File: src/rtl/alu4_pkg.sv
// Shared definitions for the alu4 operand-entry controller: state encodings and debounce defaults.
package alu4_pkg;

  localparam int unsigned DATA_W              = 4;
  localparam int unsigned DEBOUNCE_CYCLES_DEF = 500000;
  localparam int unsigned CNT_W_DEF           = 19;

  typedef enum logic [1:0] {
    ST_IDLE  = 2'd0,
    ST_GOT_A = 2'd1,
    ST_EXEC  = 2'd2,
    ST_SHOW  = 2'd3
  } state_t;

endpackage

File: src/rtl/key_debounce.sv
// Raw active-low key: 2-flop synchroniser, stable-level debounce, one-cycle press pulse.
module key_debounce #(
  parameter int unsigned DEBOUNCE_CYCLES = 500000,
  parameter int unsigned CNT_W           = 19
) (
  input  logic clk,
  input  logic resetn,
  input  logic key_n,
  output logic press
);

  logic [1:0]       sync_q;
  logic             level_q;
  logic [CNT_W-1:0] cnt_q;

  always_ff @(posedge clk or negedge resetn) begin
    if (!resetn) begin
      sync_q <= 2'b11;
    end else begin
      sync_q <= {sync_q[0], key_n};
    end
  end

  // Count consecutive samples differing from the accepted level; any agreeing sample restarts.
  always_ff @(posedge clk or negedge resetn) begin
    if (!resetn) begin
      level_q <= 1'b1;
      cnt_q   <= '0;
      press   <= 1'b0;
    end else begin
      press <= 1'b0;
      if (sync_q[1] == level_q) begin
        cnt_q <= '0;
      end else if (cnt_q == CNT_W'(DEBOUNCE_CYCLES - 1)) begin
        level_q <= sync_q[1];
        cnt_q   <= '0;
        press   <= ~sync_q[1];
      end else begin
        cnt_q <= cnt_q + CNT_W'(1);
      end
    end
  end

endmodule

File: src/rtl/alu4_operand_sequencer.sv
// Operand entry controller: captures A then B on debounced enter presses and holds the subtractor result.
module alu4_operand_sequencer
  import alu4_pkg::*;
#(
  parameter int unsigned DEBOUNCE_CYCLES = DEBOUNCE_CYCLES_DEF,
  parameter int unsigned CNT_W           = CNT_W_DEF
) (
  input  logic        clk,
  input  logic        resetn,
  input  logic [3:0]  sw_data,
  input  logic        key_enter_n,
  input  logic        key_clear_n,
  input  logic [3:0]  alu_s,
  input  logic        alu_cout,
  output logic [3:0]  op_a,
  output logic [3:0]  op_b,
  output logic [3:0]  result_mag,
  output logic        result_neg,
  output logic        result_valid,
  output logic [1:0]  state_out
);

  logic enter_p;
  logic clear_p;

  key_debounce #(.DEBOUNCE_CYCLES(DEBOUNCE_CYCLES), .CNT_W(CNT_W)) u_enter (
    .clk    (clk),
    .resetn (resetn),
    .key_n  (key_enter_n),
    .press  (enter_p)
  );

  key_debounce #(.DEBOUNCE_CYCLES(DEBOUNCE_CYCLES), .CNT_W(CNT_W)) u_clear (
    .clk    (clk),
    .resetn (resetn),
    .key_n  (key_clear_n),
    .press  (clear_p)
  );

  state_t            state_q, state_d;
  logic [DATA_W-1:0] op_a_d, op_b_d, mag_d;
  logic              neg_d, valid_d;

  always_ff @(posedge clk or negedge resetn) begin
    if (!resetn) begin
      state_q      <= ST_IDLE;
      op_a         <= '0;
      op_b         <= '0;
      result_mag   <= '0;
      result_neg   <= 1'b0;
      result_valid <= 1'b0;
    end else begin
      state_q      <= state_d;
      op_a         <= op_a_d;
      op_b         <= op_b_d;
      result_mag   <= mag_d;
      result_neg   <= neg_d;
      result_valid <= valid_d;
    end
  end

  // Clear takes priority over enter in every state, including an in-flight EXEC.
  always_comb begin
    state_d = state_q;
    op_a_d  = op_a;
    op_b_d  = op_b;
    mag_d   = result_mag;
    neg_d   = result_neg;
    valid_d = result_valid;
    if (clear_p) begin
      state_d = ST_IDLE;
      op_a_d  = '0;
      op_b_d  = '0;
      mag_d   = '0;
      neg_d   = 1'b0;
      valid_d = 1'b0;
    end else begin
      case (state_q)
        ST_IDLE: begin
          if (enter_p) begin
            op_a_d  = sw_data;
            state_d = ST_GOT_A;
          end
        end
        ST_GOT_A: begin
          if (enter_p) begin
            op_b_d  = sw_data;
            state_d = ST_EXEC;
          end
        end
        ST_EXEC: begin
          mag_d   = alu_s;
          neg_d   = ~alu_cout;
          valid_d = 1'b1;
          state_d = ST_SHOW;
        end
        ST_SHOW: begin
          if (enter_p) begin
            op_a_d  = sw_data;
            valid_d = 1'b0;
            state_d = ST_GOT_A;
          end
        end
        default: state_d = ST_IDLE;
      endcase
    end
  end

  assign state_out = state_q;

endmodule

File: config.mk
export PLATFORM = sky130hd
export DESIGN_NAME = alu4_operand_sequencer
export DESIGN_NICKNAME = d
export VERILOG_FILES = /design/src/rtl/alu4_pkg.sv /design/src/rtl/key_debounce.sv /design/src/rtl/alu4_operand_sequencer.sv
export SDC_FILE = /design/constraint.sdc
export NUM_CORES = 1
export LEC_CHECK = 0
export BUFFER_PORTS_ARGS = -buffer_cell sky130_fd_sc_hd__buf_2
export CELL_PAD_IN_SITES_DETAIL_PLACEMENT = 2
export CELL_PAD_IN_SITES_GLOBAL_PLACEMENT = 2
export CORE_MARGIN = 8
export CORE_UTILIZATION = 34
export DETAILED_ROUTE_END_ITERATION = 16
export HOLD_SLACK_MARGIN = 0.03
export PLACE_DENSITY_LB_ADDON = 0.1
export SYNTH_ARGS = -nofsm -noshare
export SYNTH_HDL_FRONTEND = slang
export SYNTH_SLANG_ARGS = --single-unit
File: constraint.sdc
create_clock -name clk -period 1.8 [get_ports clk]
set_input_delay 0.27 -clock clk [delete_from_list [all_inputs] [get_ports clk]]
set_output_delay 0.27 -clock clk [all_outputs]
set_load 0.05 [all_outputs]
==> flow_metrics.tcl <==
set metrics [dict create \
    finalCriticalPeriod_ps 1800 \
    worst_slack_ps -0.154 \
    fin_nets 380 \
    skew_ps 8.29 \
    syn_to_final_growth_pct 28.3 \
    ys_ff_latch 62 \
    syn-num-nets 310 \
    fmax_mhz 556 \
    p_leak_uw 0.00166 \
    cts_tree "done" \
    grtUsageTotal_pct 14.7 \
    hp-class "primary input to flop" \
    yosys_warnings 0 \
    status "complete, but fails checks" \
    cp.arrival_ps 2020 \
    numCtsBuffers 9 \
    swShare_pct 23.0 \
    synthCells 291 \
    setup_viol 1 \
    viasPerCell 5.06 \
    antenna_left 0 \
    antenna_cells 0 \
    clkPwrFrac_pct 45.4 \
    clkSinkCount 62 \
    min_period_over_period_pct 100 \
    p_int_uw 2170 \
    rsz0062_at_grt "true" \
    drc 0 \
    ys_seq_area_share_pct 52.5 \
    grt_pass1_wl_um 13700 \
    row_count 34 \
    pre_cts_ws_ps -4.58 \
    gr-total-overflow 0 \
    dr.pass1.iters 4 \
    slowest_stage "o41ai_4" \
    ys.flop_type "dfrtp_1" \
    cts.clk_slew.worst_paths_ps 70 \
    slew_headroom_pct 64.2 \
    synth_cell_type_count 44 \
    initial_core_util_pct 34.6 \
    die_area_mm2 0.0120 \
    crit_buf_inv 2 \
    drt-initial-drc-count 44 \
    vias 2398 \
    path_max_fanout 8 \
    io_pins 29 \
    syn-cell-area_mm2 0.00297 \
    cts_root_buffer "clkbuf_8" \
    critPathKind "flop to flop" \
    synth_edf_count 0 \
    fin_cells 474 \
    final_layout_size_suffix_gt1_share_pct 30.6 \
    switchingPower_uw 646 \
    crit_family "compound AO/OA/AOI/OAI gates" \
    cp_slowest_stage_delay_ps 440 \
    maxCapViolCount 0 \
    dp_hpwl_um 5970 \
    clock_latency_ps 340 \
    nFillCells 934 \
    power.density_mw_per_mm2 738 \
    globalplace.congestion 0.744 \
    placed_cells 453 \
    grt_start_max_net_pins 29 \
    die_h_um 109 \
    avgRoutedWirePerCell_um 17.6 \
    power_frac_comb_pct 3.9 \
    ir_drop_v 0.000284 \
    syn_avg_cell_area_um2 10.2 \
    core_mm2 0.00859 \
    wirelength_um 8360 \
    worstSetupEndpointType "flop" \
    port_buffers 28 \
    violations "negative setup slack" \
    clock_path_buffers 2 \
    die_x_um 109 \
    p_seq_share_pct 50.7 \
    synthArstFlopShare_pct 100 \
    hold_viol_final 0 \
    slew_violations 0 \
    crit_chain "ha_2 -> nand4_1 -> buf_4 -> o41ai_4 -> buf_6 -> nor2_1" \
    worstPathRequired_ps 2020 \
    worstMarginPinSlew_ps 537 \
    grt_antenna_before_repair 0 \
    htree_levels 3 \
    cp-start-kind "flop" \
    grt_pass1_vias 2715 \
]
[cells in the mapped netlist (all sizes together), types with 4 or more instances]
cell type | instances | area (um2)
mux2i | 6 | 60.1
xor2 | 9 | 78.8
dfrtp | 56 | 1400
ha | 6 | 75.1
nor3 | 6 | 30.0
inv | 8 | 30.0
dfstp | 6 | 158
clkbuf | 4 | 15.0
nand4 | 13 | 93.8
xnor2 | 21 | 184
a21oi | 17 | 85.1
nor2 | 45 | 169
nor4 | 10 | 68.8
buf | 6 | 35.0
nand2 | 21 | 78.8
nand3 | 22 | 110
[worst reg2reg max path, stage by stage, from the launching register on]
cell and delay (ps):
dfrtp_1 400, ha_2 200, nand4_1 150, buf_4 200, o41ai_4 440, buf_6 220, nor2_1 70
[final cells by class]
cell class | count | area [um2] | area share, %
multi-input combinational | 211 | 1410 | 36.9
inverter | 8 | 30.0 | 0.787
timing repair buffer | 69 | 472 | 12.4
clock buffer | 11 | 151 | 3.97
sequential | 62 | 1560 | 40.9
clock inverter | 5 | 57.6 | 1.51
tap | 108 | 135 | 3.54
[registers in the layout, indices dropped and copies added, names as in the netlist]
| register | cells |
|---|---|
| u_enter.cnt_q | 19 |
| u_enter.sync_q | 2 |
| u_enter.level_q | 1 |
| u_clear.press | 1 |
| result_valid | 1 |
| op_b | 4 |
| result_mag | 4 |
| op_a | 4 |
| state_out | 2 |
| u_clear.sync_q | 2 |
| u_enter.press | 1 |
| u_clear.cnt_q | 19 |
| u_clear.level_q | 1 |
| result_neg | 1 |
[power groups by stage]
stage	Combinational (uW)	Clock, uW	Sequential, uW
3_5_place_dp	103	0	1450
5_1_grt	126	1380	1430
2_1_floorplan	34.5	0	1450
6_report	109	1280	1430
4_1_cts	110	1330	1430
3_3_place_gp	100	0	1450
[routing by layer]
layer	share of wire (%)	global-route usage, %
met5	0	0
met2	50	23.7
met3	3.5	3.81
met4	0.53	3.76
met1	46	19.1
[cells by family after synthesis]
family / count (synthesis) / share of synthesized area, %
multiplexers: 8 / 2.91
AO/OA/AOI/OAI: 27 / 5.94
adder cells (fa/ha/maj): 6 / 2.53
XOR/XNOR: 30 / 8.84
AND/OR/NAND/NOR: 140 / 24.6
buffers and inverters: 18 / 2.69
flip-flops: 62 / 52.5
[cells in the final DEF (no fill, tap or decap), types with 2 or more instances in the layout]
| master | count |
|---|---|
| clkbuf_8 | 11 |
| and3_1 | 2 |
| buf_2 | 28 |
| nor2b_1 | 2 |
| clkinvlp_4 | 3 |
| nor4_2 | 3 |
| xor2_1 | 9 |
| mux2i_1 | 6 |
| nor3_1 | 4 |
| or2_2 | 2 |
| nor2_4 | 2 |
| nand4_2 | 2 |
| o41ai_1 | 2 |
| o21ai_0 | 3 |
| or4b_1 | 2 |
| ha_1 | 5 |
| nand2_1 | 21 |
| dfstp_2 | 6 |
| nand3_2 | 2 |
| or3_1 | 2 |
| xnor2_1 | 21 |
| nand4_1 | 11 |
| dfrtp_1 | 56 |
| inv_1 | 8 |
| nor4_1 | 6 |
| nor2_1 | 42 |
| nand3_1 | 20 |
| and4_1 | 2 |
| buf_4 | 36 |
| nor3_2 | 2 |
| dlygate4sd3_1 | 3 |
| a21oi_1 | 16 |
[worst paths after layout]
| kind | start | to | slack, ps | cells after the start |
|---|---|---|---|---|
| min | alu_s[2] | result_mag[2]$_DFFE_PN0P_ | 190 | 3 |
| min in group asynchronous | resetn | u_enter.cnt_q[3]$_DFF_PN0_ | 400 | 2 |
| max | u_enter.cnt_q[0]$_DFF_PN0_ | u_enter.cnt_q[5]$_DFF_PN0_ | -0.2 | 6 |
| max reg2reg | u_enter.cnt_q[0]$_DFF_PN0_ | u_enter.cnt_q[5]$_DFF_PN0_ | -0.2 | 6 |
| max in group asynchronous | resetn | u_clear.sync_q[0]$_DFF_PN1_ | 720 | 3 |
| min reg2reg | u_enter.sync_q[0]$_DFF_PN1_ | u_enter.sync_q[1]$_DFF_PN1_ | 360 | 0 |
[timing repair]
| item | in CTS | in global routing |
|---|---|---|
| pin swaps | 1 | 3 |
| setup buffers | 1 | 1 |
| resized for setup | 2 | 15 |
| hold endpoints to repair | 15 | 0 |
| setup endpoints to repair | 10 | 35 |
| hold buffers | 3 | 0 |
[stage by stage]
stage               hold slack, ps  cell area (um2)  util (%)  TNS, ps  power (uW)
global placement               238             3480      40.5        0        1550
detailed placement             237             3480      40.5    -15.3        1560
floorplan                    -25.6             2970         -        0        1480
CTS                            169             3740      43.5        0        2860
global route                   190             3810      44.4    -1080        2940
finish                         186             3810      44.4   -0.154        2820
Power figures use the tool's default switching activity.
